==> config.mk <==
export PLATFORM = sky130hd
export DESIGN_NAME = operand_entry
export DESIGN_NICKNAME = d
export VERILOG_FILES = /design/src/rtl/operand_entry_pkg.sv /design/src/rtl/operand_entry_btn_edge.sv /design/src/rtl/operand_entry.sv
export SDC_FILE = /design/constraint.sdc
export NUM_CORES = 1
export LEC_CHECK = 0
export CAP_MARGIN = 20
export CORE_UTILIZATION = 39
export DETAILED_ROUTE_END_ITERATION = 6
export GPL_TIMING_DRIVEN = 0
export PLACE_DENSITY = 0.69
export SYNTH_ARGS = -nofsm -noshare
export SYNTH_HDL_FRONTEND = slang
export SYNTH_SLANG_ARGS = --single-unit
==> constraint.sdc <==
create_clock -name clk -period 4.7 [get_ports clk]
set_input_delay 0.94 -clock clk [delete_from_list [all_inputs] [get_ports clk]]
set_output_delay 0.94 -clock clk [all_outputs]
set_load 0.01 [all_outputs]
==> src/rtl/operand_entry_pkg.sv <==
// Shared constants and nibble arithmetic for the front-panel operand editor.
package operand_entry_pkg;

  localparam int DIGITS_PER_PAGE = 4;
  localparam int NIBBLE_W        = 4;

  // Wrapped single-digit step; never produces a carry or borrow.
  function automatic logic [NIBBLE_W-1:0] nib_add(input logic [NIBBLE_W-1:0] nibble,
                                                  input logic                up);
    logic [NIBBLE_W-1:0] res;
    if (up) res = nibble + 4'd1;
    else    res = nibble - 4'd1;
    return res;
  endfunction

endpackage

==> src/rtl/operand_entry_btn_edge.sv <==
// Rising-edge detector for a bank of debounced button levels. The previous-value
// register resets to all ones so a button held through reset stays silent
// until it is released and pressed again.
module btn_edge #(
  parameter int N = 4
) (
  input  logic         clk,
  input  logic         rst,
  input  logic [N-1:0] level,
  output logic [N-1:0] pulse
);

  logic [N-1:0] prev;

  // Track last sampled level of each button.
  always_ff @(posedge clk) begin
    if (rst) prev <= '1;
    else     prev <= level;
  end

  assign pulse = level & ~prev;

endmodule

==> src/rtl/operand_entry.sv <==
// Button-driven hexadecimal editor for NUM_OPS operands of WIDTH bits. A 2-bit
// cursor walks the four digits of the selected 16-bit page; inc/dec step the
// digit under the cursor, and load overwrites the whole selected operand.
module operand_entry
  import operand_entry_pkg::*;
#(
  parameter int                   WIDTH   = 32,
  parameter int                   NUM_OPS = 2,
  parameter int                   SEL_W   = 3,
  parameter int                   PAGE_W  = 1,
  parameter logic [NUM_OPS*WIDTH-1:0] INIT = {32'h12345678, 32'h87654321}
) (
  input  logic                     clk,
  input  logic                     rst,
  input  logic                     btn_move,
  input  logic                     btn_dir,
  input  logic                     btn_inc,
  input  logic                     btn_dec,
  input  logic [SEL_W-1:0]         sel,
  input  logic [PAGE_W-1:0]        page,
  input  logic                     load,
  input  logic [WIDTH-1:0]         load_data,
  output logic [NUM_OPS*WIDTH-1:0] operands,
  output logic [1:0]               cursor,
  output logic [3:0]               blink,
  output logic                     changed
);

  localparam int NUM_DIGITS = WIDTH / NIBBLE_W;

  logic [3:0]       btn_level;
  logic [3:0]       btn_pulse;
  logic             pulse_move;
  logic             pulse_inc;
  logic             pulse_dec;
  logic             edit_en;
  logic [PAGE_W+1:0] dig_idx;
  logic [WIDTH-1:0] ops     [NUM_OPS];
  logic [WIDTH-1:0] ops_nxt [NUM_OPS];
  logic             wr;
  logic [1:0]       cursor_r;

  assign btn_level = {btn_dec, btn_inc, btn_move, 1'b0};

  btn_edge #(.N(4)) u_btn_edge (
    .clk   (clk),
    .rst   (rst),
    .level (btn_level),
    .pulse (btn_pulse)
  );

  assign pulse_move = btn_pulse[1];
  assign pulse_inc  = btn_pulse[2];
  assign pulse_dec  = btn_pulse[3];

  // Out-of-range sel values freeze the cursor and block every write.
  assign edit_en = (32'(sel) < NUM_OPS);

  // Digit under the cursor, counted from the least significant nibble.
  assign dig_idx = {page, cursor_r};

  // Next operand values: load wins, simultaneous inc+dec cancel, else step one nibble.
  always_comb begin
    wr = 1'b0;
    for (int k = 0; k < NUM_OPS; k++) ops_nxt[k] = ops[k];
    for (int k = 0; k < NUM_OPS; k++) begin
      if (edit_en && (32'(sel) == k)) begin
        if (load) begin
          ops_nxt[k] = load_data;
          wr         = 1'b1;
        end else if (pulse_inc ^ pulse_dec) begin
          // Digits past the operand width never match, so no write happens there.
          for (int d = 0; d < NUM_DIGITS; d++) begin
            if (32'(dig_idx) == d) begin
              ops_nxt[k][d*NIBBLE_W +: NIBBLE_W] =
                nib_add(ops[k][d*NIBBLE_W +: NIBBLE_W], pulse_inc);
              wr = 1'b1;
            end
          end
        end
      end
    end
  end

  // Operand, cursor and change-pulse registers; writes use the pre-move cursor.
  always_ff @(posedge clk) begin
    if (rst) begin
      for (int k = 0; k < NUM_OPS; k++) ops[k] <= INIT[k*WIDTH +: WIDTH];
      cursor_r <= 2'd0;
      changed  <= 1'b0;
    end else begin
      for (int k = 0; k < NUM_OPS; k++) ops[k] <= ops_nxt[k];
      changed <= wr;
      if (edit_en && pulse_move) begin
        if (btn_dir) cursor_r <= cursor_r + 2'd1;
        else         cursor_r <= cursor_r - 2'd1;
      end
    end
  end

  // Flatten the operand array onto the packed output bus.
  always_comb begin
    operands = '0;
    for (int k = 0; k < NUM_OPS; k++) operands[k*WIDTH +: WIDTH] = ops[k];
  end

  assign cursor = cursor_r;
  assign blink  = edit_en ? (4'b0001 << cursor_r) : 4'b0000;

endmodule
# Word level (Yosys, flattened, before mapping)
# Memories as Yosys holds them, arrays and structs flattened.
# Cells that the tools add are included.
# op_classes
add_sub_neg	34
magnitude_cmp	1
eq_ne	8
n_shift	1
mux	68
n_bitwise	5
n_reduce_logical	5
# op_table
cell	count
$mux 32	8
$mux 4	33
$add 4x1->4 const B	16
$sub 4x1->4 const B	16
$mux 1	26
$eq 3x3->1 const B	4
$eq 3x1->1 const B	2
$eq 3x2->1 const B	2
$logic_not 3->1	2
$and 4x4->4	1
$not 4->4	1
$shl 1x2->4 const A	1
$logic_and 1x1->1	3
$lt 3x2->1 const B	1
$add 2x1->2 const B	1
$mux 2	1
$or 1x1->1	2
$sub 2x1->2 const B	1
$xor 1x1->1	1
# word_totals
regBits	7
mem_bits_rw	64
in_bits	43
out_inout_bits	71
word_cells	127
memories	1
# mem_list
name	depth	width	read_ports	rd_clocked_by_memory_dff	wr	line	source
ops	2	32	2	0	2	operand_entry.sv:38	logic [WIDTH-1:0] ops [NUM_OPS];

# Longest topological paths before layout
# depth
depth_word	23
mapped_depth	10
depth_no_buf	8

# By module
# A second synthesis with hierarchy kept.
# hier_totals
cells_unflattened	567
area_unflattened_um2	4857.2
# modules_own_cells
mod	instances	cells_each	area_each_um2	seq_area_each_um2
operand_entry	1	555	4727.0	1341.3
btn_edge	1	12	130.1	80.1

# Worst setup path before layout
# No wires, ideal clock.
# synth_path
path_type	input to register
from	in btn_inc
to	mem ops[0][15]
setup_time_ns	0.091
arrival_ns	3.552
required_time_ns	4.609
path_slack_ns	1.057
path_stages	10
n_path_buf	2
cell_sequence	nor2b_2 > buf_6 > buf_2 > inv_1 > ha_1 > a21o_1 > a21oi_1 > xnor2_1 > nand2_1 > a311oi_1
# synth_rtl
item	line	source
from (decl)	operand_entry.sv:17	input logic btn_inc,
to (decl)	operand_entry.sv:38	

==> impl_results.md <==
* Die width at 112 um
* CP Buf/Inv Count at 5
* WL/cell at 18.2 um
* Die area at 0.0125 mm2
* Result of the run: finished with violations
* Synth unique cells at 47
* I/O Pins at 114
* Drt pass-1 iters at 7
* Primary FF master, synth: dfxtp_1
* Startpoint Class: primary input
* Layout area overhead at 33.4%
* Final worst-path cycle share at 78.8%
* Largest net degree at the start of global routing at 26
* Clock transition at the registers of the reported paths at 60 ps
* CP max-delay cell: clkdlybuf4s50_1
* Hold_buf cts at 0
* Period minus WS final at 3700 ps
* Crit-path leading delay family: buffers and inverters
* CTS root buf: clkbuf_16
* GP Congestion at 0.853
* Commonest cells after routing, fill and taps aside: 110 x clkdlybuf4s50_1, 70 x dfxtp_1, 52 x nand2_1, 42 x xnor2_1, 42 x a21oi_1
* Syn Nets at 615
* FF-to-FF Start: u_btn_edge.prev[2]$_SDFF_PP1_
* Max clock buf depth at 2
* Worst Tran Pin Value at 857 ps
* Slowest stage delay, CP at 460 ps
* Resize count post-CTS at 0
* Unrepaired setup endpoints after global routing: no
* CP endpoint kind: register
* Core footprint at 0.0116 mm2
* DR vias/cell at 5.54
* Setup Skew at 3.52 ps
* PwrDens at 251 mW/mm2
* Final Util at 54.2%
* First-pass GRT wire length at 23300 um
* Max Slew Vio Count at 0
* Buffers on Ports at 110
* Post-synthesis cell count at 524
* Synth async-reset ratio at 0%
* Clk_lat worst skew at 340 ps
* Setup CP Type: primary input to register
* Critical-path maximum fanout at 25
* Final setup violation count at 0
* Post-DP HPWL at 10400 um
* Final Hold Fails at 0
* Layout cell share with drive strength beyond 1 at 7.56%
* Clk sinks at 70
* Max Cap Violations at 0
* Avg Cell Area, Syn at 8.97 um2
* Hold Path Class: register to register
* # DRC at 8
* Peak supply drop at 0.170 mV
* HP Start: ops[0][62]$_SDFFE_PP0P_
* Most common cell after layout, fill and taps aside: clkdlybuf4s50_1
* Area of the mapped netlist at 0.00470 mm2
* GRT Util Overall at 24.2%
* Failing checks: DRC
* ANT cells at 0
* DR iter-0 viols at 228
* Slew HR at 42.9%
* Vias in the first global route at 4345
* Drt total wl at 14400 um
* Height of the die at 112 um
* Yosys warning count at 0
* Post-synth EDFFs at 0
* Synth Register Bits at 70
* Initial antenna violation count at 0
* ANT nets after route at 0
* CP Launch Point: btn_inc
* WP data arrival at 3940 ps
* Final std cells w/o fill at 791
* Grt total ovfl at 0
* DR vias at 4386
* Row cnt at 39
* Setup repair bufs after CTS at 0
* CTS buffer count at 9
* Max Clk Rate at 270 MHz
* H-tree Lvls at 3
* CTS tree: yes
* Critical Path RT at 4940 ps
* Crit-path cells: clkdlybuf4s50_1 -> nor2b_2 -> buf_6 -> buf_2 -> inv_2 -> buf_16 -> ha_1 -> a21o_1 -> a21oi_1 -> xnor2_1 -> nand2_1 -> a311oi_1
* Initial Util at 40.6%
* Lkg Pwr at 0.00240 uW
* Seq/Total Area, Yosys at 29.8%
* Nets at 737
* Number of placed cells counting well taps at 778
## through the flow
step | area [um2] | hold slack, ps | power, uW | TNS (ps) | worst slack [ps]
after floorplan | 4700 | 506 | 830 | 0 | 1060
after global placement | 5980 | 480 | 946 | -6.26 | -6.26
after detailed placement | 6010 | 493 | 957 | 0 | 684
after CTS | 6270 | 502 | 1580 | 0 | 1010
after global routing | 6270 | 536 | 1640 | 0 | 805
final | 6270 | 503 | 1580 | 0 | 997
## flip-flops by register name, indices dropped and copies added (netlist names)
signal	flops
changed	1
u_btn_edge.prev	3
ops	64
cursor	2
## area by class of cell
class	count	area, um2
timing repair buffer	111	1130
inverter	10	37.5
clock buffer	11	253
clock inverter	2	10.0
fill	1111	5300
buffer	29	139
tap	143	179
sequential	70	1400
multi-input combinational	415	3120
## synthesized netlist by cell type (2+ instances only)
cell / instances / area, um2
a211oi_1: 13 / 97.6
a31oi_1: 5 / 31.3
a21oi_1: 42 / 210
o221ai_1: 3 / 26.3
inv_1: 9 / 33.8
dfxtp_1: 70 / 1400
a311oi_1: 12 / 105
ha_1: 32 / 400
o21ai_1: 2 / 10.0
o211ai_1: 9 / 67.6
a21oi_2: 8 / 70.1
nor3_1: 5 / 25.0
buf_2: 9 / 45.0
and2_1: 2 / 12.5
fa_1: 16 / 320
o21ai_0: 25 / 125
nand2_1: 52 / 195
xor2_1: 10 / 87.6
mux2i_1: 24 / 240
mux2_2: 3 / 33.8
nor3b_1: 6 / 45.0
o21a_1: 5 / 37.5
a21o_1: 22 / 165
or2_2: 4 / 25.0
nor2b_1: 2 / 12.5
nand2b_1: 8 / 50.1
and3b_1: 3 / 26.3
xnor2_1: 42 / 368
nor2_1: 40 / 150
buf_1: 4 / 15.0
o311ai_0: 8 / 70.1
buf_6: 2 / 22.5
clkbuf_1: 13 / 48.8
## final timing paths
check | to | slack [ps] | depth (start not counted)
hold / removal | ops[0][62]$_SDFFE_PP0P_ | 500 | 2
hold reg to reg | ops[0][62]$_SDFFE_PP0P_ | 500 | 2
setup / recovery | ops[0][7]$_SDFFE_PP0P_ | 1000 | 12
setup reg to reg | ops[0][7]$_SDFFE_PP0P_ | 1790 | 11
## tightest hold or removal path, delay by kind of cell, from the launching register on
kind	cells	cell delay, ps
AO/OA/AOI/OAI	1	50
flip-flops	1	320
AND/OR/NAND/NOR	1	80
## power by group
part	internal, uW	leakage [uW]	total [uW]	switching, uW
registers	611	0.000569	630	19.3
clock network	375	0.000133	627	252
logic	154	0.00169	318	164
## routing by layer
metal	up-vias	wire (um)	track usage (%)	part of all wire [%]
met1	2105	6450	31.4	45
met5	-	0	0	0
met3	19	831	5.17	5.8
met4	0	240	7.12	1.7
li1	2119	-	-	-
met2	143	6870	40.2	48
## logic make-up (layout without fill, tap and decap cells)
kind of cell    after synthesis  after routing  share of synthesized area [%]
compound gates              159            159                           22.6
simple gates                128            128                           12.6
flops                        70             70                           29.8
xor+xnor                     53             53                           10.0
fa+ha+maj                    48             48                           15.3
buf+inv                      39            163                           3.75
mux                          27             27                           5.83
No activity file was read; power rests on OpenSTA's default activity.
==> patch 1 (same flow settings) <==
The parameter `SEL_W` goes from 3 to 4.
--- a/src/rtl/operand_entry.sv
+++ b/src/rtl/operand_entry.sv
@@ -6,7 +6,7 @@
 #(
   parameter int                   WIDTH   = 32,
   parameter int                   NUM_OPS = 2,
-  parameter int                   SEL_W   = 3,
+  parameter int                   SEL_W   = 4,
   parameter int                   PAGE_W  = 1,
   parameter logic [NUM_OPS*WIDTH-1:0] INIT = {32'h12345678, 32'h87654321}
 ) (
Ports: changed (resized sel); port bits go from 114 to 115. The function was not compared with the original's and may differ.
==> patch 1 against the original RTL <==
Clock skew up 0.0028 ns; die area is 2.9% higher; setup slack got worse by 0.17 ns; global-route usage grew 0.31 points; non-clock buffer count is 2 higher; wire length up 3.9%; largest cell class unchanged; cell count up 4.0%; area after synthesis is 3.0% higher; largest power group is now the clock network; power up 1.4%; core utilization fell by 0.42 points; sequential cell count unchanged; design area up 3.5%; clock power up 12%.
==> patch 1: results (changes against the original RTL) <==
stage,metric,value,unit,change
global_routing,met1_usage,0.312,,-0.00202
power_and_ir_drop,finalPower,1.60,mW,+1.4%
place,port_buffers,111,,+0.91%
routing,met2_length,7050,um,+2.7%
routing,drtIter0Drc,249,,+9.2%
critical_path,r2r_slack,1.95,ns,+0.16 ns
routing,wl_met1,6680,um,+3.6%
critical_path,arrival,2.93,ns,-1.01 ns
synthesis,syn_area_per_cell,9.18,um2,+2.4%
run_status,status,"complete, no violations",,
critical_path,slowest_delay,0.60,ns,+0.14 ns
global_routing,grt_pass1_vias,4570,,+5.2%
critical_path,worstPathMaxFanout,6,,-76%
critical_path,setup.worst_path.end,blink[2],,
synthesis,synthMuxAreaShare,0.0440,,-0.0144
routing,dr.pass1.iters,4,,-3
layout,drive_above_1_share,0.0962,,+0.0206
power_and_ir_drop,p_comb,0.280,mW,-12%
critical_path,r2r-end,ops[0][23],,
layout,finalNetCount,742,,+0.68%
synthesis,synth-xor-area-share,0.0980,,-0.00239
global_routing,grt_first_pass_wirelength,24000,um,+3.2%
place,globalplace.congestion,0.871,,+2.1%
routing,routed_wl,14900,um,+3.9%
power_and_ir_drop,p_sw,0.441,mW,+1.3%
place,place_area,6190,um2,+3.0%
place,hpwl,10700,um,+2.6%
synthesis,synthAdderAreaFrac,0.149,,-0.00444
synthesis,ys_types,52,,+11%
synthesis,synth_compound_area_frac,0.242,,+0.0157
## patch 1: changes by cell type after synthesis, sizes merged, moves of 4 or more
| cell | delta |
|---|---|
| mux2i | -5 |
| clkbuf | +4 |
| and3 | +5 |
| nand2 | +9 |
| inv | -4 |
| o21a | -4 |
## patch 1: through the flow
stage / hold WS, ns / setup slack, ns
after global placement: 0.467 / 0.0929
after global routing: 0.507 / 0.730
after CTS: 0.479 / 0.810
after floorplan: 0.492 / 1.08
final: 0.481 / 0.830
after detailed placement: 0.472 / 0.810
## patch 1: cell type report
class	count	area, um2
inverter	6	22.5
multi-input combinational	421	3250
clock inverter	6	61.3
tap	168	210
clock buffer	10	239
buffer	30	161
fill	1094	5570
sequential	70	1400
timing repair buffer	112	1140
## patch 1: cell families after synthesis
| kind of cell | after synthesis |
|---|---|
| buffers and inverters | 36 |
| and+or+nand+nor | 142 |
| muxes | 21 |
| DFF | 70 |
| AOI/OAI and AO/OA | 158 |
| xor gates and xnor gates | 52 |
| adders and majority gates | 48 |
==> patch 2 (same flow settings) <==
Made on the original files. Register the input `load_data` before use. The logic sees it one clock later. The other inputs are not delayed to match.
--- a/src/rtl/operand_entry.sv
+++ b/src/rtl/operand_entry.sv
@@ -27,6 +27,12 @@
 );
 
   localparam int NUM_DIGITS = WIDTH / NIBBLE_W;
+
+  logic [WIDTH-1:0] load_data_q;
+
+  always_ff @(posedge clk) begin
+    load_data_q <= load_data;
+  end
 
   logic [3:0]       btn_level;
   logic [3:0]       btn_pulse;
@@ -66,7 +72,7 @@
     for (int k = 0; k < NUM_OPS; k++) begin
       if (edit_en && (32'(sel) == k)) begin
         if (load) begin
-          ops_nxt[k] = load_data;
+          ops_nxt[k] = load_data_q;
           wr         = 1'b1;
         end else if (pulse_inc ^ pulse_dec) begin
           // Digits past the operand width never match, so no write happens there.
Function: changed (a bounded check fails within 4 cycles, from zero or initial values and one cycle with rst high).
==> patch 2 against the original RTL <==
Power increased by 36%; area after synthesis increased by 15%; combinational power increased by 2%; clock skew increased by 0.0069 ns; critical path type unchanged; count of clock-buffer cells in the layout unchanged; sequential cell count increased by 32; highest routed layer unchanged; wire length increased by 12%; design area increased by 14%; synthesized cell count increased by 3.6%; setup slack got worse by 0.00080 ns.
==> patch 2: results (changes against the original RTL) <==
stage,metric,value,unit,change
layout,finalNetCount,758,,+2.8%
run_status,status,"complete, no violations",,
place,port_buffers,112,,+1.8%
routing,via_per_inst,5.48,,-1.1%
routing,drtIter0Drc,415,,+82%
layout,drive_above_1_share,0.0863,,+0.0107
place,pre_cts_slack,0.656,ns,-0.0282 ns
critical_path,r2r_slack,1.77,ns,-0.02 ns
power_and_ir_drop,p_leak,2.70,nW,+13%
timing,fin_ws,0.996,ns,-0.000805 ns
place,hpwl,11500,um,+10%
routing,dr.pass1.iters,5,,-2
synthesis,ys_types,55,,+17%
synthesis,synth_common_cells,"dfxtp_1 (102), nand2_1 (47), a21oi_1 (44), xnor2_1 (40), nor2_1 (33)",,
synthesis,synth_fp_nets,634,,+3.1%
place,globalplace.congestion,0.826,,-3.2%
routing,routed_wl,16100,um,+12%
synthesis,syn_area_per_cell,9.96,um2,+11%
power_and_ir_drop,peakVddDrop,0.173,mV,+1.9%
layout,num-fill-cells,1195,,+7.6%
clocking,clock_latency,0.36,ns,+0.02 ns
layout,final_cells,848,,+7.2%
routing,wl_met1,6870,um,+6.5%
critical_path,arrival,3.96,ns,+0.02 ns
global_routing,grt.total_usage,0.232,,-0.00993
synthesis,yosysSeqAreaShare,0.378,,+0.0794
place,dp.cells,832,,+6.9%
timing,skew,0.0104,ns,+0.00687 ns
routing,route.met3.wl,1160,um,+39%
critical_path,worstPathMaxFanout,27,,+8.0%
global_routing,grt_first_pass_wirelength,25100,um,+7.9%
==> patch 2: path summary, 6_finish.rpt <==
kind	cells past startpoint	from	endpoint
max	12	btn_inc	ops[0][59]
max reg2reg	11	u_btn_edge.prev[2]	ops[0][59]
min	2	ops[0][54]	ops[0][54]
min reg2reg	2	ops[0][54]	ops[0][54]
==> patch 2: kinds of logic after synthesis <==
family                     Yosys count  share of synthesized area
adders and majority gates           48                      0.133
AOI/OAI and AO/OA                  151                      0.203
DFF                                102                      0.378
xor gates and xnor gates            53                     0.0907
and+or+nand+nor                    120                      0.104
buffers and inverters               38                     0.0324
muxes                               31                     0.0592
==> patch 2: worst max-delay path, stage by stage <==
cell and delay, ns:
clkdlybuf4s50_1 0.47, nor2b_4 0.15, buf_8 0.19, buf_2 0.37
inv_2 0.34, buf_12 0.27, ha_1 0.29, a21o_1 0.17
a21oi_1 0.21, xnor2_1 0.15, nand2_1 0.08, a311oi_1 0.29
==> patch 2: report_power, final <==
part | internal (mW) | leakage (nW) | switching (mW)
logic | 0.157 | 1.69 | 0.167
clock network | 0.550 | 0.168 | 0.339
registers | 0.895 | 0.839 | 0.0289
total | 1.60 | 2.70 | 0.535
==> patch 2: cell type report <==
cell class	instances	area (um2)	share of cell area
clock inverters	5	105	0.0147
multi-input cells	403	3190	0.448
inverters	12	45.0	0.00632
clock buffers	11	253	0.0355
repair buffers	113	1140	0.160
well taps	176	220	0.0309
flip-flops and latches	102	2040	0.287
plain buffers	26	130	0.0183
==> patch 2: through the flow <==
step	hold WS, ns	instance area [um2]
CTS	0.495	7130
global placement	0.466	6750
global route	0.531	7130
floorplan	0.464	5410
detailed placement	0.481	6770
finish	0.492	7130
